**config.mk**
```make
export PLATFORM = sky130hd
export DESIGN_NAME = deque_cmd_arb
export DESIGN_NICKNAME = d
export VERILOG_FILES = /design/src/rtl/libv_pkg.sv /design/src/rtl/rr_arb.sv /design/src/rtl/deque_cmd_arb.sv
export SDC_FILE = /design/constraint.sdc
export NUM_CORES = 1
export LEC_CHECK = 0
export CAP_MARGIN = 20
export CORE_MARGIN = 8
export CORE_UTILIZATION = 31
export DETAILED_ROUTE_END_ITERATION = 12
export PLACE_DENSITY = 0.95
export RECOVER_POWER = 100
export SYNTH_ARGS = -nofsm -noshare
export SYNTH_HDL_FRONTEND = slang
export SYNTH_SLANG_ARGS = --single-unit
export TNS_END_PERCENT = 20
```
**constraint.sdc**
```tcl
create_clock -name clk -period 9.9 [get_ports clk]
set_input_delay 1.98 -clock clk [delete_from_list [all_inputs] [get_ports clk]]
set_output_delay 1.98 -clock clk [all_outputs]
set_load 0.02 [all_outputs]
```
**src/rtl/libv_pkg.sv**
```systemverilog
// libv_pkg: shared deque command encoding and op classification helpers
package libv_pkg;
    typedef enum logic [1:0] {
        OpPushFront = 2'b00,
        OpPopFront  = 2'b01,
        OpPushBack  = 2'b10,
        OpPopBack   = 2'b11
    } deque_op_t;
    function automatic logic is_push(deque_op_t op);
        return ~op[0];
    endfunction
    function automatic logic is_pop(deque_op_t op);
        return op[0];
    endfunction
endpackage

```
**src/rtl/rr_arb.sv**
```systemverilog
// rr_arb: pointer-based round-robin arbiter; lowest offset from ptr wins, ptr moves past the winner on adv
module rr_arb #(
    parameter int N = 4
) (
    input  logic         clk,
    input  logic         rst,
    input  logic [N-1:0] req,
    input  logic         adv,
    output logic [N-1:0] gnt
);
    localparam int PW = (N > 1) ? $clog2(N) : 1;
    logic [PW-1:0] ptr;
    logic [PW-1:0] nextPtr;
    logic [PW-1:0] idx;
    logic [PW:0]   sum;
    always_comb begin
        gnt = '0;
        nextPtr = ptr;
        idx = '0;
        sum = '0;
        // scan from the far end so the closest requester to ptr is written last
        for (int i = N - 1; i >= 0; i--) begin
            sum = {1'b0, ptr} + (PW + 1)'(i);
            idx = PW'((sum >= (PW + 1)'(N)) ? sum - (PW + 1)'(N) : sum);
            if (req[idx]) begin
                gnt = '0;
                gnt[idx] = 1'b1;
                nextPtr = (idx == PW'(N - 1)) ? '0 : idx + 1'b1;
            end
        end
    end
    always_ff @(posedge clk) begin
        if (rst)
            ptr <= '0;
        else if (adv)
            ptr <= nextPtr;
    end
endmodule

```
**src/rtl/deque_cmd_arb.sv**
```systemverilog
// deque_cmd_arb: round-robin issue of requester commands to one deque with occupancy guarding and pop routing
module deque_cmd_arb
    import libv_pkg::*;
#(
    parameter int N_REQ = 4,
    parameter int W     = 32,
    parameter int DEPTH = 16
) (
    input  logic                       clk,
    input  logic                       rst,
    input  logic [N_REQ-1:0]           req_vld,
    input  logic [2*N_REQ-1:0]         req_op,
    input  logic [W*N_REQ-1:0]         req_dat,
    output logic [N_REQ-1:0]           req_gnt,
    output logic [N_REQ-1:0]           rsp_vld,
    output logic [W-1:0]               rsp_dat,
    output logic                       dq_vld,
    output logic [1:0]                 dq_op,
    output logic [W-1:0]               dq_dat,
    input  logic [W-1:0]               dq_pop_dat,
    output logic [$clog2(DEPTH+1)-1:0] occ,
    output logic                       empty,
    output logic                       full
);
    localparam int OW = $clog2(DEPTH + 1);
    logic [N_REQ-1:0] eligible;
    logic [N_REQ-1:0] popOwner;
    logic             pushIssue;
    logic             popIssue;
    // nothing issues while rst is high, so a pop in the reset cycle never reaches the deque
    always_comb begin
        eligible = '0;
        for (int i = 0; i < N_REQ; i++)
            eligible[i] = !rst && req_vld[i] &&
                (is_push(deque_op_t'(req_op[2*i+:2])) ? !full : !empty);
    end
    rr_arb #(.N(N_REQ)) uArb (
        .clk (clk),
        .rst (rst),
        .req (eligible),
        .adv (dq_vld),
        .gnt (req_gnt)
    );
    always_comb begin
        dq_op = '0;
        dq_dat = '0;
        for (int i = 0; i < N_REQ; i++) begin
            if (req_gnt[i]) begin
                dq_op = req_op[2*i+:2];
                dq_dat = req_dat[W*i+:W];
            end
        end
    end
    assign dq_vld    = |req_gnt;
    assign pushIssue = dq_vld && is_push(deque_op_t'(dq_op));
    assign popIssue  = dq_vld && is_pop(deque_op_t'(dq_op));
    assign empty     = occ == '0;
    assign full      = occ == OW'(DEPTH);
    assign rsp_vld   = popOwner;
    assign rsp_dat   = dq_pop_dat;
    always_ff @(posedge clk) begin
        if (rst) begin
            occ <= '0;
            popOwner <= '0;
        end else begin
            occ <= occ + OW'(pushIssue) - OW'(popIssue);
            popOwner <= popIssue ? req_gnt : '0;
        end
    end
    assert property (@(posedge clk) disable iff (rst) $onehot0(req_gnt));
    assert property (@(posedge clk) disable iff (rst) $onehot0(rsp_vld));
    assert property (@(posedge clk) disable iff (rst) occ <= OW'(DEPTH));
    assert property (@(posedge clk) disable iff (rst) !(dq_vld && is_pop(deque_op_t'(dq_op)) && empty));
endmodule
```
==> results.toml <==
[pwr]
ir_worst_vdd_mv = 0.1643
cellLeakagePower_nw = 1.551
finalPower_mw = 1.901
p_per_area_nw_per_um2 = 475.9

[clock_network]
post_cts.resized_instances = 0
ctsRootBufferMaster = "clkbuf_8"
clock_insertion_delay_worst_skew_ns = 0.24
cts.hold.buffers_added = 0
postCtsSetupBuffers = 0
cts_inserted_buffers = 3
clock_path_buffers = 2
tritoncts = "done"
cts_num_sinks = 11
cts.htree.levels = 1
clkSlewWorstSetupHoldPaths_ns = 0.05

[floorplan]
floorplan.io_pins = 256
coreArea_sq_um = 7214
placementRows = 31
die_width_um = 102.1
design.die.area_sq_um = 10430
die_height_um = 102.1
initial_utilization_pct = 31.88

[route]
route.detailed.wl_per_inst_um = 24.69
drt_pre_antenna_iters = 5
drtAntennaViolNets = 0
first_iter_violations = 229
wl_met3_mm = 1.286
drt_wl_total_mm = 12.44
wirelength_met1_mm = 4.313
drc_errors = 0
routed-via-count = 2907
post_drt_via_cell_ratio = 5.768
dr.max_layer_used = "met4"
detailroute.wirelength.met2_mm = 6.524

[worst_setup_path]
timing.critical_path.to_type = "output port"
worst-endpoint-required_ns = 7.92
crit_arrival_ns = 6.74
most_numerous_cell_on_the_critical_path = "dlygate4sd3_1"
critical_path_buf_inv_count = 4
crit_path_cell_trace = "dlygate4sd3_1, xnor2_1, o21ai_0, mux2i_1, a22oi_1, o211ai_1, o221ai_4, clkbuf_1, inv_2, nand2b_1, o211a_1, dlygate4sd3_1"
rr_endpoint = "occ[4]"
cpPeakStageDelay_ns = 1.24
rr_worst_depth = 17
reg2reg_from = "occ[3]"
regToRegSetupSlack_ns = 4.19
criticalPathCategory = "in -> out"
worst_path_slowest_cell = "clkbuf_1"
cp-startpoint = "req_op[4]"
critPathTopFamily = "buffers and inverters"
worstSetupStartpointType = "input pin"
timing.critical_path.fanout_max = 35

[hold_path]
whs_path_depth = 2
worstHoldStart = "occ[0]"
worst_hold_path_type = "reg -> reg"
timing.hold.worst_endpoint = "occ[0]"

[synthesis]
synthesis.instances = 261
post_synth_num_cell_types = 58
synth_sequential_area_ratio_pct = 9.576
yosys_warnings = 0
flip_flop_and_latch_count_after_synthesis = 11
synth_top_area_cell = "a221o_1"
synth_largest_type_area_fraction_pct = 14.36
net_count_after_synthesis = 447
postSynth.asyncResetShare_pct = 0
synth_area_sq_um = 2300
post_synth.cell_area_avg_sq_um = 8.811
synthFlopType = "dfxtp_1"
number_of_enable_flip_flop_cells_after_synthesis = 0
synth.top_cells.by_area = "a221o_1 14%, o221a_1 13%, buf_4 10%, dfxtp_1 9.6%, ha_1 6.0%"

[status]
failed_checks = "capacitance limit, slew limit"
run_status = "complete, but fails checks"

[timing]
finalCriticalPeriod_ns = 8.715
hold_violations = 0
grt_setup_unrepaired = "no"
maxClockFrequency_ghz = 0.1147
worst-slew-pin-transition_ns = 1.689
count_of_pins_over_their_slew_limit = 36
clock_skew_ns = 0.004119
fin_setup_tns_ns = 0
timing.final.setup_violations = 0
max-slew-margin-rel_pct = -12.59
fin_crit_sh_pct = 88.03
fin_ws_ns = 1.185
hold_slack_ns = 0.6382

[final_layout]
design.final.nets = 592
seqCellArea_sq_um = 220.2
syn2layout_area_growth_pct = 73.67
final_common_cell = "clkdlybuf4s50_1"
final_layout_size_suffix_gt1_share_pct = 4.938
final.fill_count = 654
final_area_sq_um = 3994
final_cell_mix = "142 x clkdlybuf4s50_1, 49 x dlygate4sd3_1, 33 x a221o_1"
layout.cells.non_filler = 504
multiInputGateArea_sq_um = 1633
final_core_utilization_pct = 55.36
antenna_cells_inserted = 0

[global_route]
grtUsageTotal_pct = 21.41
gr-total-overflow = 0
antenna_found_initial = 0
first_global_vias = 2904
grt_start_max_net_pins = 40
global_route_wire_length_before_repair_mm = 17.22

[place]
portBuffers = 191
final_hpwl_from_detailed_placement_mm = 10.39
dpl.cell_count = 500
place_ws_ns = 2.065
routabilityCongestion = 1.035
placement.cell_area_sq_um = 3968

[flow_run]
max_cap_violations = 1
routing by layer:
metal  global-route usage [%]  vias to the layer above
li1                         -                     1330
met1                    22.98                     1383
met2                    39.43                      174
met3                    6.540                       20
met4                    5.643                        0
met5                        0                        -
power breakdown:
group / switching [mW] / internal (mW) / total (mW)
combinational: 0.961 / 0.812 / 1.77
sequential: 0.0177 / 0.0636 / 0.0813
clock: 0.0184 / 0.0284 / 0.0468
total: 0.997 / 0.904 / 1.90
how the worst max path moves through the flow:
stage | end | slack [ns] | cells past startpoint
finish | dq_op[0] | 1.18 | 12
global route | dq_op[0] | 0.94 | 12
CTS | dq_dat[1] | 2.08 | 11
detailed placement | dq_dat[9] | 2.07 | 11
global placement | dq_dat[1] | 2.06 | 11
floorplan | dq_dat[10] | 3.43 | 10
synth_stat cells, drive strengths merged (2+ instances only):
library cell  count
o31ai             2
ha               11
nor2             17
o211ai            4
o21ai            10
xnor2             6
o221ai            2
a211oi            2
nand2             5
clkbuf            8
dfxtp            11
and2              4
a22o              2
buf              46
mux2i             4
or3               3
nand2b            2
inv              11
nor2b             2
a31oi             2
o32a              2
o21a              4
a21o              2
a21oi             7
o41ai             2
a221o            33
o221a            33
o211a             6
registers in the layout, indices dropped and copies added (netlist names):
| name | count |
|---|---|
| rsp_vld | 4 |
| uArb.ptr | 2 |
| occ | 5 |
cell families (layout without fill, tap and decap cells):
group | Yosys count | count (layout) | share of synthesized area [%]
multiplexers | 5 | 5 | 2.394
buffers and inverters | 65 | 209 | 19.59
XOR/XNOR | 7 | 7 | 2.666
adder cells (fa/ha/maj) | 12 | 12 | 6.855
AND/OR/NAND/NOR | 37 | 37 | 8.215
flip-flops | 11 | 11 | 9.576
AO/OA/AOI/OAI | 124 | 124 | 50.71
worst register-to-register path: cells and delay by family (launching register included):
family,cells,cell delay (ns)
buffers and inverters,3,1.43
AOI/OAI and AO/OA,7,1.93
adders and majority gates,2,0.63
DFF,1,0.32
muxes,1,0.19
and+or+nand+nor,4,1.12
area by class of cell:
class,count,area share [%]
tap,99,3.102
inverter,11,1.034
timing repair buffer,194,48.34
sequential,11,5.514
clock buffer,4,1.128
multi-input combinational,185,40.88
No activity file was read; power rests on OpenSTA's default activity.
